==> src/rtl/nsa_pkg.sv <==
// nsa_pkg: shared slice width, FSM state type and slice-count helper for nibble_serial_adder
package nsa_pkg;
    localparam int SLICE_W = 4;
    typedef enum logic [1:0] {IDLE, RUN, DONE} nsa_state_t;
    function automatic int slice_count(input int width);
        return width / SLICE_W;
    endfunction
endpackage

==> src/rtl/ripple_carry_adder_4bit.sv <==
// ripple_carry_adder_4bit: 4-bit ripple-carry adder slice
module ripple_carry_adder_4bit (
    input  logic [3:0] a,
    input  logic [3:0] b,
    input  logic       cin,
    output logic [3:0] sum,
    output logic       cout
);
    logic [4:0] c;
    assign c[0] = cin;
    for (genvar i = 0; i < 4; i++) begin : g_fa
        assign sum[i]   = a[i] ^ b[i] ^ c[i];
        assign c[i + 1] = (a[i] & b[i]) | (c[i] & (a[i] ^ b[i]));
    end
    assign cout = c[4];
endmodule

==> src/rtl/nibble_serial_adder.sv <==
// nibble_serial_adder: WIDTH-bit adder processed one 4-bit slice per cycle; SIGNED_OVF_EN adds out_ovf
module nibble_serial_adder
    import nsa_pkg::*;
#(
    parameter int WIDTH = 16
) (
    input  logic             clk,
    input  logic             rst,
    input  logic             in_valid,
    output logic             in_ready,
    input  logic [WIDTH-1:0] in_a,
    input  logic [WIDTH-1:0] in_b,
    input  logic             in_cin,
    output logic             out_valid,
    input  logic             out_ready,
    output logic [WIDTH-1:0] out_sum,
    output logic             out_cout,
    output logic             busy
`ifdef SIGNED_OVF_EN
    ,
    output logic             out_ovf
`endif
);
    localparam int NSLICE = slice_count(WIDTH);
    localparam int IW = $clog2(NSLICE);
    if (WIDTH % SLICE_W != 0 || WIDTH < 8) begin : g_bad_width
        $error("nibble_serial_adder: WIDTH must be a multiple of 4 and >= 8");
    end
    nsa_state_t state, state_n;
    logic [IW-1:0] idx;
    logic [IW+1:0] base;
    logic [WIDTH-1:0] a, b;
    logic carry, last, s_cout;
    logic [SLICE_W-1:0] s_sum;
    assign base = {idx, 2'b00};
    assign last = idx == IW'(NSLICE - 1);
    ripple_carry_adder_4bit u_slice (
        .a    (a[base +: SLICE_W]),
        .b    (b[base +: SLICE_W]),
        .cin  (carry),
        .sum  (s_sum),
        .cout (s_cout)
    );
    // state register
    always_ff @(posedge clk) begin
        state <= rst ? IDLE : state_n;
    end
    // next state and handshake outputs; reset forces all handshakes low
    always_comb begin
        state_n = state;
        state_n = (state == IDLE && in_valid) ? RUN :
                  (state == RUN && last) ? DONE :
                  (state == DONE && out_ready) ? IDLE : state;
        in_ready  = !rst && state == IDLE;
        out_valid = !rst && state == DONE;
        busy      = !rst && state != IDLE;
    end
    // operand latch, slice sequencing, carry chaining and result assembly
    always_ff @(posedge clk) begin
        if (rst) begin
            idx      <= '0;
            carry    <= 1'b0;
            a        <= '0;
            b        <= '0;
            out_sum  <= '0;
            out_cout <= 1'b0;
        end else if (state == IDLE && in_valid) begin
            a     <= in_a;
            b     <= in_b;
            carry <= in_cin;
            idx   <= '0;
        end else if (state == RUN) begin
            out_sum[base +: SLICE_W] <= s_sum;
            carry <= s_cout;
            idx   <= last ? idx : idx + 1'b1;
            if (last) out_cout <= s_cout;
        end
    end
`ifdef SIGNED_OVF_EN
    // signed overflow, captured alongside the final slice
    always_ff @(posedge clk) begin
        if (rst) out_ovf <= 1'b0;
        else if (state == RUN && last) out_ovf <= (a[WIDTH-1] == b[WIDTH-1]) && (s_sum[SLICE_W-1] != a[WIDTH-1]);
    end
`endif
endmodule
==> config.mk <==
export PLATFORM = sky130hd
export DESIGN_NAME = nibble_serial_adder
export DESIGN_NICKNAME = d
export VERILOG_FILES = /design/src/rtl/nsa_pkg.sv /design/src/rtl/ripple_carry_adder_4bit.sv /design/src/rtl/nibble_serial_adder.sv
export SDC_FILE = /design/constraint.sdc
export NUM_CORES = 1
export LEC_CHECK = 0
export BUFFER_PORTS_ARGS = -buffer_cell sky130_fd_sc_hd__buf_2
export CORE_ASPECT_RATIO = 2
export CORE_MARGIN = 2
export CORE_UTILIZATION = 30
export DETAILED_ROUTE_END_ITERATION = 7
export PLACE_DENSITY = 0.59
export SLEW_MARGIN = 5
export SYNTH_ARGS = -nofsm -noshare
export SYNTH_HDL_FRONTEND = slang
export SYNTH_SLANG_ARGS = --single-unit
export TNS_END_PERCENT = 20
==> constraint.sdc <==
create_clock -name clk -period 2.88 [get_ports clk]
set_input_delay 0.432 -clock clk [delete_from_list [all_inputs] [get_ports clk]]
set_output_delay 0.432 -clock clk [all_outputs]
set_load 0.02 [all_outputs]
==> impl_results.md, run 1 <==
* CTS Buffer Depth at 2
* FF+latch count, synth at 54
* Post-synth top area share at 44.61%
* GP Congestion at 0.8183
* H-tree depth at 2
* Fin Clk Skew at 0.002325 ns
* WS Path Type: reg -> reg
* CTS tree: built
* Yosys cell types at 33
* EDFF count, synth at 0
* PwrDens at 551.1 nW/um^2
* Grt ovf at 0
* Fin area at 2957 um^2
* CTS Buf Count at 5
* Final WL at 5609 um
* Yosys top cell by area: dfxtp_1
* First-pass GRT wire length at 9315 um
* Post-synth ARST share at 0%
* CTS Sinks at 54
* Clock latency at the later pin of the worst-skew pair at 0.29 ns
* Post-synth top cells: nand2_1 (72), dfxtp_1 (54), a21oi_1 (40)
* Hold depth at 3
* Reg clk slew, reported paths at 0.07 ns
* DRC at 0
* Initial antenna violation count at 0
* Crit. Startpoint: idx[0]
* Worst setup SP type: flop
* Area Overhead vs Synth at 21.99%
* Worst EP arrival at 2.88 ns
* Fin. Hold Viols at 0
* Row count at 46
* Hold crit path type: in -> reg
* Max-slew headroom at 66.71%
* Dpl cell area at 2799 um^2
* Vias per cell at 4.751
* RSZ-0062 raised after global routing: no
* Fin crit period at 2.715 ns
* Iteration count of the initial detailed-routing pass at 4
* Final #Nets at 371
* Number of global-route vias before repair at 2024
* Post-detail-place hpwl at 4446 um
* Root Buffer Master: clkbuf_16
* Hold Crit Start: in_a[14]
* Synth Area per Inst at 8.878 um^2
* Most frequent cell after synthesis: nand2_1
* Largest net degree at the start of global routing at 39
* Core box area at 7885 um^2
* Total leakage power at 0.001186 uW
* Maximum vdd drop at 0.2873 mV
* Total of max-cap violations at 0
* Antenna cells at 0
* Share of cells above drive strength 1 at 25.54%
* R2R Path Start: idx[0]
* Status: completed
* Ys flop type: dfxtp_1
* Mapped Area at 2424 um^2
* Gr usage total at 13.88%
* WP data required at 3.05 ns
* Antenna Nets Post-Route at 0
* Final Setup Violations at 0
* DRT iter0 DRCs at 92
* Max frequency at 368.3 MHz
* R2R depth at 11
* Initial Utilization at 30.74%
* Routed WL per cell at 13.32 um
* Crit Path Max Fanout at 5
* Die footprint at 8857 um^2
* Mapped Nets at 320
* Fillers at 823
* Synth area leaders: dfxtp_1 (45%), nand2_1 (11%), a21oi_1 (8.3%)
* Worst-Margin Slew at 0.4987 ns
* Ports at 57
* Setup TNS at 0 ns
* Port bufs at 56
* Die height at 131.1 um
* Register area share after synthesis at 44.61%
* Final count of pins violating max slew at 0
* Final period util at 94.29%
* Ys Warns at 0
* Via count at 2000
* Die W at 67.56 um
* Crit end category: flop
* Gate Count Post-Synth at 273
-- cells in the final DEF, fill, tap and decap left out, drive strengths merged, types with 3 or more instances in the layout --
| cell | synthesis | final |
|---|---|---|
| nand2 | 72 | 72 |
| buf | 4 | 62 |
| dfxtp | 54 | 54 |
| a21oi | 40 | 40 |
| inv | 15 | 16 |
| mux4 | 8 | 8 |
| nand2b | 8 | 8 |
| o32ai | 8 | 8 |
| nor2 | 7 | 7 |
| clkbuf | 14 | 7 |
| ha | 6 | 6 |
| or3 | 4 | 4 |
| fa | 4 | 4 |
| nor3 | 3 | 3 |
| nand3b | 3 | 3 |
| mux2i | 3 | 3 |
| nor3b | 3 | 3 |
-- flip-flops by register name, indices dropped and copies added (netlist names) --
register,cells
b,16
carry,1
out_cout,1
out_sum,16
idx,2
a,16
state,2
-- logic make-up (layout without fill, tap and decap cells) --
kind of cell	Yosys count	after routing	share of synthesized area, %
compound gates	53	53	12.60
xor+xnor	1	1	0.3614
fa+ha+maj	10	10	6.402
buf+inv	33	85	5.524
flops	54	54	44.61
mux	11	11	8.673
simple gates	111	111	21.84
-- metal layers --
| metal | part of all wire [%] | track usage [%] | vias up | wire length (um) |
|---|---|---|---|---|
| met1 | 36 | 13.42 | 923 | 2017 |
| met4 | 2.1 | 5.782 | 0 | 115 |
| met3 | 3.7 | 2.911 | 8 | 206 |
| met5 | 0 | 0 | - | 0 |
| li1 | - | - | 1030 | - |
| met2 | 58 | 26.36 | 39 | 3269 |
-- report_power, final --
| part | total (uW) | leakage, uW | internal [uW] | switching, uW |
|---|---|---|---|---|
| combinational | 215 | 0.000669 | 93.7 | 121 |
| sequential | 807 | 0.000442 | 783 | 24.7 |
| clock | 607 | 0.0000745 | 350 | 258 |
-- path summary, 6_finish.rpt --
| kind | slack, ns | to |
|---|---|---|
| worst max-delay path | 0.16 | out_sum[15] |
| worst min register to register | 0.45 | out_sum[12] |
| worst max register to register | 0.16 | out_sum[15] |
| worst min-delay path | 0.38 | a[14] |
-- critical path, stage by stage, from the launching register on --
cell and delay (ns):
dfxtp_4 0.37, mux4_2 0.33, inv_1 0.05, fa_1 0.38
inv_1 0.08, fa_1 0.17, inv_1 0.05, fa_1 0.35
inv_1 0.08, fa_2 0.46, a32oi_1 0.22, nor2_1 0.06
-- per-stage QoR --
stage          cells  utilization, %  setup WS (ns)  power [uW]  hold WS [ns]
6_report         421           37.50         0.1645        1629        0.3764
5_1_grt          421           37.50       0.007668        1715        0.3782
4_1_cts          421           37.42         0.1167        1649        0.3715
3_5_place_dp     413           35.50         0.1339        1043        0.4415
3_3_place_gp     413           35.50         0.2221        1040        0.4389
2_1_floorplan    273               -        0.09436       966.4        0.4331
-- layout make-up --
class	instances	area, um^2	area share, %
sequential	54	1086	36.73
clock inverter	1	8.758	0.2962
clock buffer	7	142.6	4.824
tap	96	120.1	4.063
multi-input combinational	186	1217	41.18
timing repair buffer	62	325.3	11.00
inverter	15	56.30	1.904
-- timing repair --
item / CTS / global route
gates resized for setup: 0 / 3
setup buffers: 0 / 0
hold buffers: 0 / 0
endpoints found under the setup margin: 0 / 4
Power figures use the tool's default switching activity.
==> run 2: changes to the inputs <==
--- a/config.mk
+++ b/config.mk
@@ -6,11 +6,13 @@
 export NUM_CORES = 1
 export LEC_CHECK = 0
 export BUFFER_PORTS_ARGS = -buffer_cell sky130_fd_sc_hd__buf_2
+export CELL_PAD_IN_SITES_DETAIL_PLACEMENT = 0
+export CELL_PAD_IN_SITES_GLOBAL_PLACEMENT = 2
 export CORE_ASPECT_RATIO = 2
 export CORE_MARGIN = 2
-export CORE_UTILIZATION = 30
+export CORE_UTILIZATION = 28
 export DETAILED_ROUTE_END_ITERATION = 7
-export PLACE_DENSITY = 0.59
+export PLACE_DENSITY = 0.83
 export SLEW_MARGIN = 5
 export SYNTH_ARGS = -nofsm -noshare
 export SYNTH_HDL_FRONTEND = slang
==> impl_results.md, run 2 (same netlist as run 1, synthesis figures left out) <==
* R2R depth at 9 (-2)
* Antenna Nets Post-Route at 0 (unchanged)
* First-pass GRT wire length at 9770 um (+4.9%)
* Biggest regs: a x16, b x16, out_sum x16
* Fin area at 2954 um^2 (about the same)
* Total leakage power at 0.001187 uW (about the same)
* Crit Path Max Fanout at 5 (unchanged)
* Final Setup Violations at 0 (unchanged)
* Via count at 2048 (+2.4%)
* Fin Clk Skew at 0.007099 ns (+0.004774 ns)
* Final #Nets at 371 (unchanged)
* Max frequency at 369.4 MHz (+0.30%)
* Vias per cell at 4.819 (+1.4%)
* Iteration count of the initial detailed-routing pass at 4 (unchanged)
* Fin. Hold Viols at 0 (unchanged)
* Worst EP arrival at 2.93 ns (+0.05 ns)
* Crit end category: flop
* Core box area at 8528 um^2 (+8.2%)
* Row count at 48 (+4.3%)
* Ports at 57 (unchanged)
* Most frequent cells in the layout: nand2_1 (72), buf_2 (56), dfxtp_1 (53), a21oi_1 (40), inv_1 (15)
* Grt ovf at 0 (unchanged)
* Root Buffer Master: clkbuf_16
* CP Capture Point: out_sum[6]
* Total of max-cap violations at 0 (unchanged)
* GP Congestion at 0.7861 (-3.9%)
* CTS Sinks at 54 (unchanged)
* R2R Path Start: idx[0]
* Antenna cells at 0 (unchanged)
* WP data required at 3.10 ns (+0.05 ns)
* CTS Buf Count at 5 (unchanged)
* Die W at 69.79 um (+3.3%)
* CTS tree: built
* Share of cells above drive strength 1 at 24.92% (-0.62 points)
* Port bufs at 56 (unchanged)
* Die height at 135.6 um (+3.4%)
* Initial antenna violation count at 0 (unchanged)
* Largest net degree at the start of global routing at 40 (+2.6%)
* Reg2reg end: out_sum[6]
* Hold-fix buffers, CTS at 0 (unchanged)
* Final WL at 6112 um (+9.0%)
* Worst-Margin Slew at 0.5303 ns (+0.03156 ns)
* Hold Crit Start: in_b[11]
* Reg clk slew, reported paths at 0.06 ns (about the same)
* Post-detail-place hpwl at 4727 um (+6.3%)
* Die footprint at 9461 um^2 (+6.8%)
* PwrDens at 554.9 nW/um^2 (+0.69%)
* Fin crit period at 2.707 ns (-0.008137 ns)
* Final count of pins violating max slew at 0 (unchanged)
* Max-slew headroom at 64.60% (-2.1 points)
* Final period util at 94.00% (-0.28 points)
* Maximum vdd drop at 0.2314 mV (-19%)
* Hold crit path type: in -> reg
* Number of global-route vias before repair at 2043 (+0.94%)
* RSZ-0062 raised after global routing: no
* DRC at 0 (unchanged)
* Status: completed
* Most common cell after layout, fill and taps aside: nand2_1
* Area Overhead vs Synth at 21.89% (about the same)
* CTS Buffer Depth at 2 (unchanged)
* DRT iter0 DRCs at 98 (+6.5%)
* Clock latency at the later pin of the worst-skew pair at 0.30 ns (about the same)
* Routed WL per cell at 14.38 um (+7.9%)
* H-tree depth at 2 (unchanged)
* R2r setup slk at 0.17 ns (about the same)
* Setup TNS at 0 ns (unchanged)
* Worst setup SP type: flop
* Dpl cell area at 2804 um^2 (+0.18%)
* WS Path Type: reg -> reg
* Initial Utilization at 28.42% (-2.3 points)
* Gr usage total at 13.45% (-0.44 points)
* Crit. Startpoint: idx[0]
[run 2: cell count changes in the layout (fill, tap and decap cells not counted), sizes merged]
cell / previous run / this run
inv: 16 / 15
clkinv: 0 / 1
[run 2: metal layers]
| layer | vias to the layer above | global-route usage (%) | wire length [um] |
|---|---|---|---|
| met4 | 0 | 7.692 | 218 |
| met3 | 10 | 2.827 | 210 |
| li1 | 1027 | - | - |
| met5 | - | 0 | 0 |
| met1 | 966 | 12.09 | 2079 |
| met2 | 45 | 26.67 | 3604 |
[run 2: worst min path at each step]
stage	endpoint	slack (ns)	depth (start not counted)
after global routing	a[0]	0.37	3
after detailed placement	out_sum[12]	0.45	2
after CTS	a[0]	0.37	3
after floorplan	a[10]	0.43	2
after global placement	out_sum[5]	0.44	2
final	b[11]	0.37	3
[run 2: area by class of cell]
cell class / count / area [um^2]
fillers: 942 / 5574
multi-input cells: 186 / 1215
flip-flops and latches: 54 / 1085
repair buffers: 62 / 325.3
clock buffers: 7 / 142.6
well taps: 100 / 125.1
inverters: 15 / 56.30
clock inverters: 1 / 5.005
[run 2: report_power, final]
part	internal, uW	switching (uW)	total (uW)
Combinational	93.1	124	218
Clock	345	266	611
Sequential	783	27.7	810
[run 2: worst max-delay path, cell delays in order, from the launching register on]
cell	delay (ns)
dfxtp_4	0.38
mux4_2	0.51
inv_1	0.08
fa_1	0.15
inv_1	0.05
fa_1	0.35
inv_1	0.08
fa_1	0.49
or3_1	0.40
a21oi_1	0.15
[run 2: repair_timing]
item | CTS | global route
buffers inserted | 0 | 0
resized for setup | 0 | 1
endpoints found under the setup margin | 0 | 3
[run 2: through the flow]
step	power [uW]	worst slack [ns]	hold WS (ns)	utilization, %	instances
final	1639	0.1727	0.3720	34.64	425
after global routing	1715	0.008441	0.3688	34.64	425
after CTS	1659	0.1210	0.3689	34.61	425
after detailed placement	1051	0.1459	0.4453	32.88	417
after global placement	1046	0.2240	0.4378	32.88	417
after floorplan	966.4	0.09436	0.4331	-	273
==> run 3: changes to the inputs <==
--- a/config.mk
+++ b/config.mk
@@ -5,12 +5,13 @@
 export SDC_FILE = /design/constraint.sdc
 export NUM_CORES = 1
 export LEC_CHECK = 0
+export ABC_AREA = 1
 export BUFFER_PORTS_ARGS = -buffer_cell sky130_fd_sc_hd__buf_2
 export CELL_PAD_IN_SITES_DETAIL_PLACEMENT = 0
 export CELL_PAD_IN_SITES_GLOBAL_PLACEMENT = 2
 export CORE_ASPECT_RATIO = 2
 export CORE_MARGIN = 2
-export CORE_UTILIZATION = 28
+export CORE_UTILIZATION = 26
 export DETAILED_ROUTE_END_ITERATION = 7
 export PLACE_DENSITY = 0.83
 export SLEW_MARGIN = 5
==> impl_results.md, run 3 <==
* Status: completed
* Post-detail-place hpwl at 5204 um (+10%)
* Worst Path Buf+Inv at 5 (+2)
* Final Setup Violations at 0 (unchanged)
* Cell Chain, Critical Path: buf_4 > o21ai_0 > a21oi_2 > fa_1 > inv_1 > fa_1 > inv_1 > fa_2 > inv_2 > fa_1 > nand2_2 > inv_1 > nand3_1 > a21oi_1
* Crit Path Max Fanout at 7 (+2)
* Crit end category: flop
* Mapped Area at 2492 um^2 (+2.8%)
* CTS tree: built
* Routed WL per cell at 12.96 um (-9.9%)
* Most frequent cells in the layout: nor2_1 (90), buf_2 (56), dfxtp_1 (52), nand2_1 (47), o21ai_0 (36)
* Iteration count of the initial detailed-routing pass at 4 (unchanged)
* Sequential cell area at 1084 um^2 (-0.12%)
* Final count of pins violating max slew at 0 (unchanged)
* Setup Buffers After CTS at 0 (unchanged)
* Grt ovf at 0 (unchanged)
* WP data required at 3.05 ns (-0.05 ns)
* Antenna cells at 0 (unchanged)
* WS Path Type: reg -> reg
* GP Congestion at 0.8494 (+8.1%)
* DRT iter0 DRCs at 81 (-17%)
* Post-synth top area share at 43.37% (-1.2 points)
* Post-synth top cells: nor2_1 (91), dfxtp_1 (54), nand2_1 (48)
* Ys Warns at 0 (unchanged)
* Via count at 2296 (+12%)
* CTS Buffer Depth at 2 (unchanged)
* Ports at 57 (unchanged)
* First-pass GRT wire length at 10470 um (+7.2%)
* Clock latency at the later pin of the worst-skew pair at 0.29 ns (about the same)
* Die height at 142.5 um (+5.1%)
* FF+latch count, synth at 54 (unchanged)
* Maximum vdd drop at 0.3554 mV (+54%)
* Vias per cell at 4.538 (-5.8%)
* Worst-Margin Slew at 0.5520 ns (+0.02177 ns)
* Total leakage power at 0.001392 uW (+17%)
* Ys flop type: dfxtp_1
* Synth Area per Inst at 7.162 um^2 (-19%)
* Final WL at 6556 um (+7.3%)
* Final period util at 93.79% (-0.22 points)
* Max-slew headroom at 63.20% (-1.4 points)
* Family with the most delay on the worst path: adder cells
* Most frequent cell after synthesis: nor2_1
* H-tree depth at 2 (unchanged)
* Root Buffer Master: clkbuf_16
* Pwr Total at 1900 uW (+16%)
* Mapped Nets at 395 (+23%)
* RSZ-0062 raised after global routing: yes
* Die W at 73.23 um (+4.9%)
* Hold crit path type: in -> reg
* Post-synth ARST share at 0% (unchanged)
* Gate Count Post-Synth at 348 (+27%)
* Antenna Nets Post-Route at 0 (unchanged)
* Post-Route Utilization at 32.74% (-1.9 points)
* Area of the multi-input gates at 1190 um^2 (-2.1%)
* Yosys top cell by area: dfxtp_1
* Synth area leaders: dfxtp_1 (43%), nor2_1 (14%), o21ai_0 (7.8%)
* Fin. Hold Viols at 0 (unchanged)
* CTS Buf Count at 5 (unchanged)
* Die footprint at 10430 um^2 (+10%)
* Gr usage total at 13.32% (-0.13 points)
* EDFF count, synth at 0 (unchanged)
* Share of cells above drive strength 1 at 21.14% (-3.8 points)
* Worst EP arrival at 2.87 ns (-0.06 ns)
* Yosys cell types at 19 (-42%)
* Fin crit period at 2.701 ns (-0.006248 ns)
* Worst setup SP type: flop
* Hold-fix buffers, CTS at 0 (unchanged)
* Total of max-cap violations at 0 (unchanged)
* PwrDens at 622.7 nW/um^2 (+12%)
* Fin Clk Skew at 0.004485 ns (-0.002614 ns)
* DRC at 0 (unchanged)
* Initial Utilization at 26.74% (-1.7 points)
* Fillers at 1039 (+10%)
* Final #Nets at 448 (+21%)
* Largest net degree at the start of global routing at 39 (-2.5%)
* Register area share after synthesis at 43.37% (-1.2 points)
* Area Overhead vs Synth at 22.44%
* Biggest regs: a x16, b x16, out_sum x16
* Worst path max stage delay at 0.44 ns (-0.07 ns)
* Max frequency at 370.2 MHz (+0.23%)
* Initial antenna violation count at 0 (unchanged)
* Core box area at 9321 um^2 (+9.3%)
* Number of global-route vias before repair at 2146 (+5.0%)
* Row count at 50 (+4.2%)
* Port bufs at 56 (unchanged)
* Slowest-stage cell, CP: fa_1
* Reg clk slew, reported paths at 0.07 ns (about the same)
* CTS Sinks at 54 (unchanged)
* Most common cell after layout, fill and taps aside: nor2_1
## run 3: cell count changes in the layout (fill, tap and decap cells not counted), sizes merged, moves of 4 or more
| cell | change |
|---|---|
| nor2 | +85 |
| o21ai | +54 |
| nand2 | -23 |
| a21oi | -15 |
| inv | +15 |
| mux4 | -8 |
| nand2b | -8 |
| o32ai | -8 |
| nand3 | +7 |
| o22ai | +4 |
| or3 | -4 |
## run 3: cell families after synthesis
logic type	share of synthesized area [%]
compound gates	17.27
fa+ha+maj	6.225
buf+inv	9.488
flops	43.37
simple gates	23.64
## run 3: final timing paths
kind                 start          end  slack (ns)  cells past startpoint
setup / recovery    idx[0]  out_sum[11]        0.18                     14
hold / removal    in_b[12]        b[12]        0.38                      3
setup reg to reg    idx[0]  out_sum[11]        0.18                     14
hold reg to reg       b[2]         b[2]        0.46                      2
## run 3: timing repair
action,4_1_cts,5_1_grt
resized for setup,0,13
hold endpoints to repair,0,0
setup endpoints to repair,0,5
## run 3: cell type report
| class | instances | area share [%] |
|---|---|---|
| Clock inverter | 2 | 1.968 |
| Clock buffer | 6 | 4.551 |
| Tap cell | 104 | 4.264 |
| Timing Repair Buffer | 63 | 11.03 |
| Sequential cell | 54 | 35.51 |
| Inverter | 30 | 3.690 |
| Multi-Input combinational cell | 247 | 38.99 |
## run 3: per-layer routing
| layer | up-vias | global-route usage (%) | share of wire [%] |
|---|---|---|---|
| met5 | - | 0 | 0 |
| met4 | 0 | 7.115 | 3.4 |
| met3 | 11 | 2.550 | 2.8 |
| met2 | 40 | 24.75 | 57 |
| met1 | 1034 | 13.32 | 37 |
| li1 | 1211 | - | - |
## run 3: power breakdown
| group | switching, uW | internal (uW) | total, uW |
|---|---|---|---|
| combinational | 178 | 108 | 285 |
| sequential | 27.5 | 797 | 825 |
| clock | 269 | 522 | 790 |
## run 3: stage by stage
step | std cells | setup TNS (ns) | instance area [um^2] | hold slack [ns] | worst slack [ns]
2_1_floorplan | 348 | 0 | 2492 | 0.4238 | 0.1886
3_3_place_gp | 498 | 0 | 2831 | 0.4512 | 0.2011
3_5_place_dp | 498 | 0 | 2831 | 0.4522 | 0.1453
4_1_cts | 506 | 0 | 3030 | 0.3806 | 0.08914
5_1_grt | 506 | -0.02665 | 3052 | 0.3890 | -0.02445
6_report | 506 | 0 | 3052 | 0.3779 | 0.1789
## run 3: worst min-delay path, delay by kind of cell
| family | cells | cell delay [ns] |
|---|---|---|
| compound gates | 1 | 0.06 |
| buf+inv | 1 | 0.08 |
| simple gates | 1 | 0.07 |
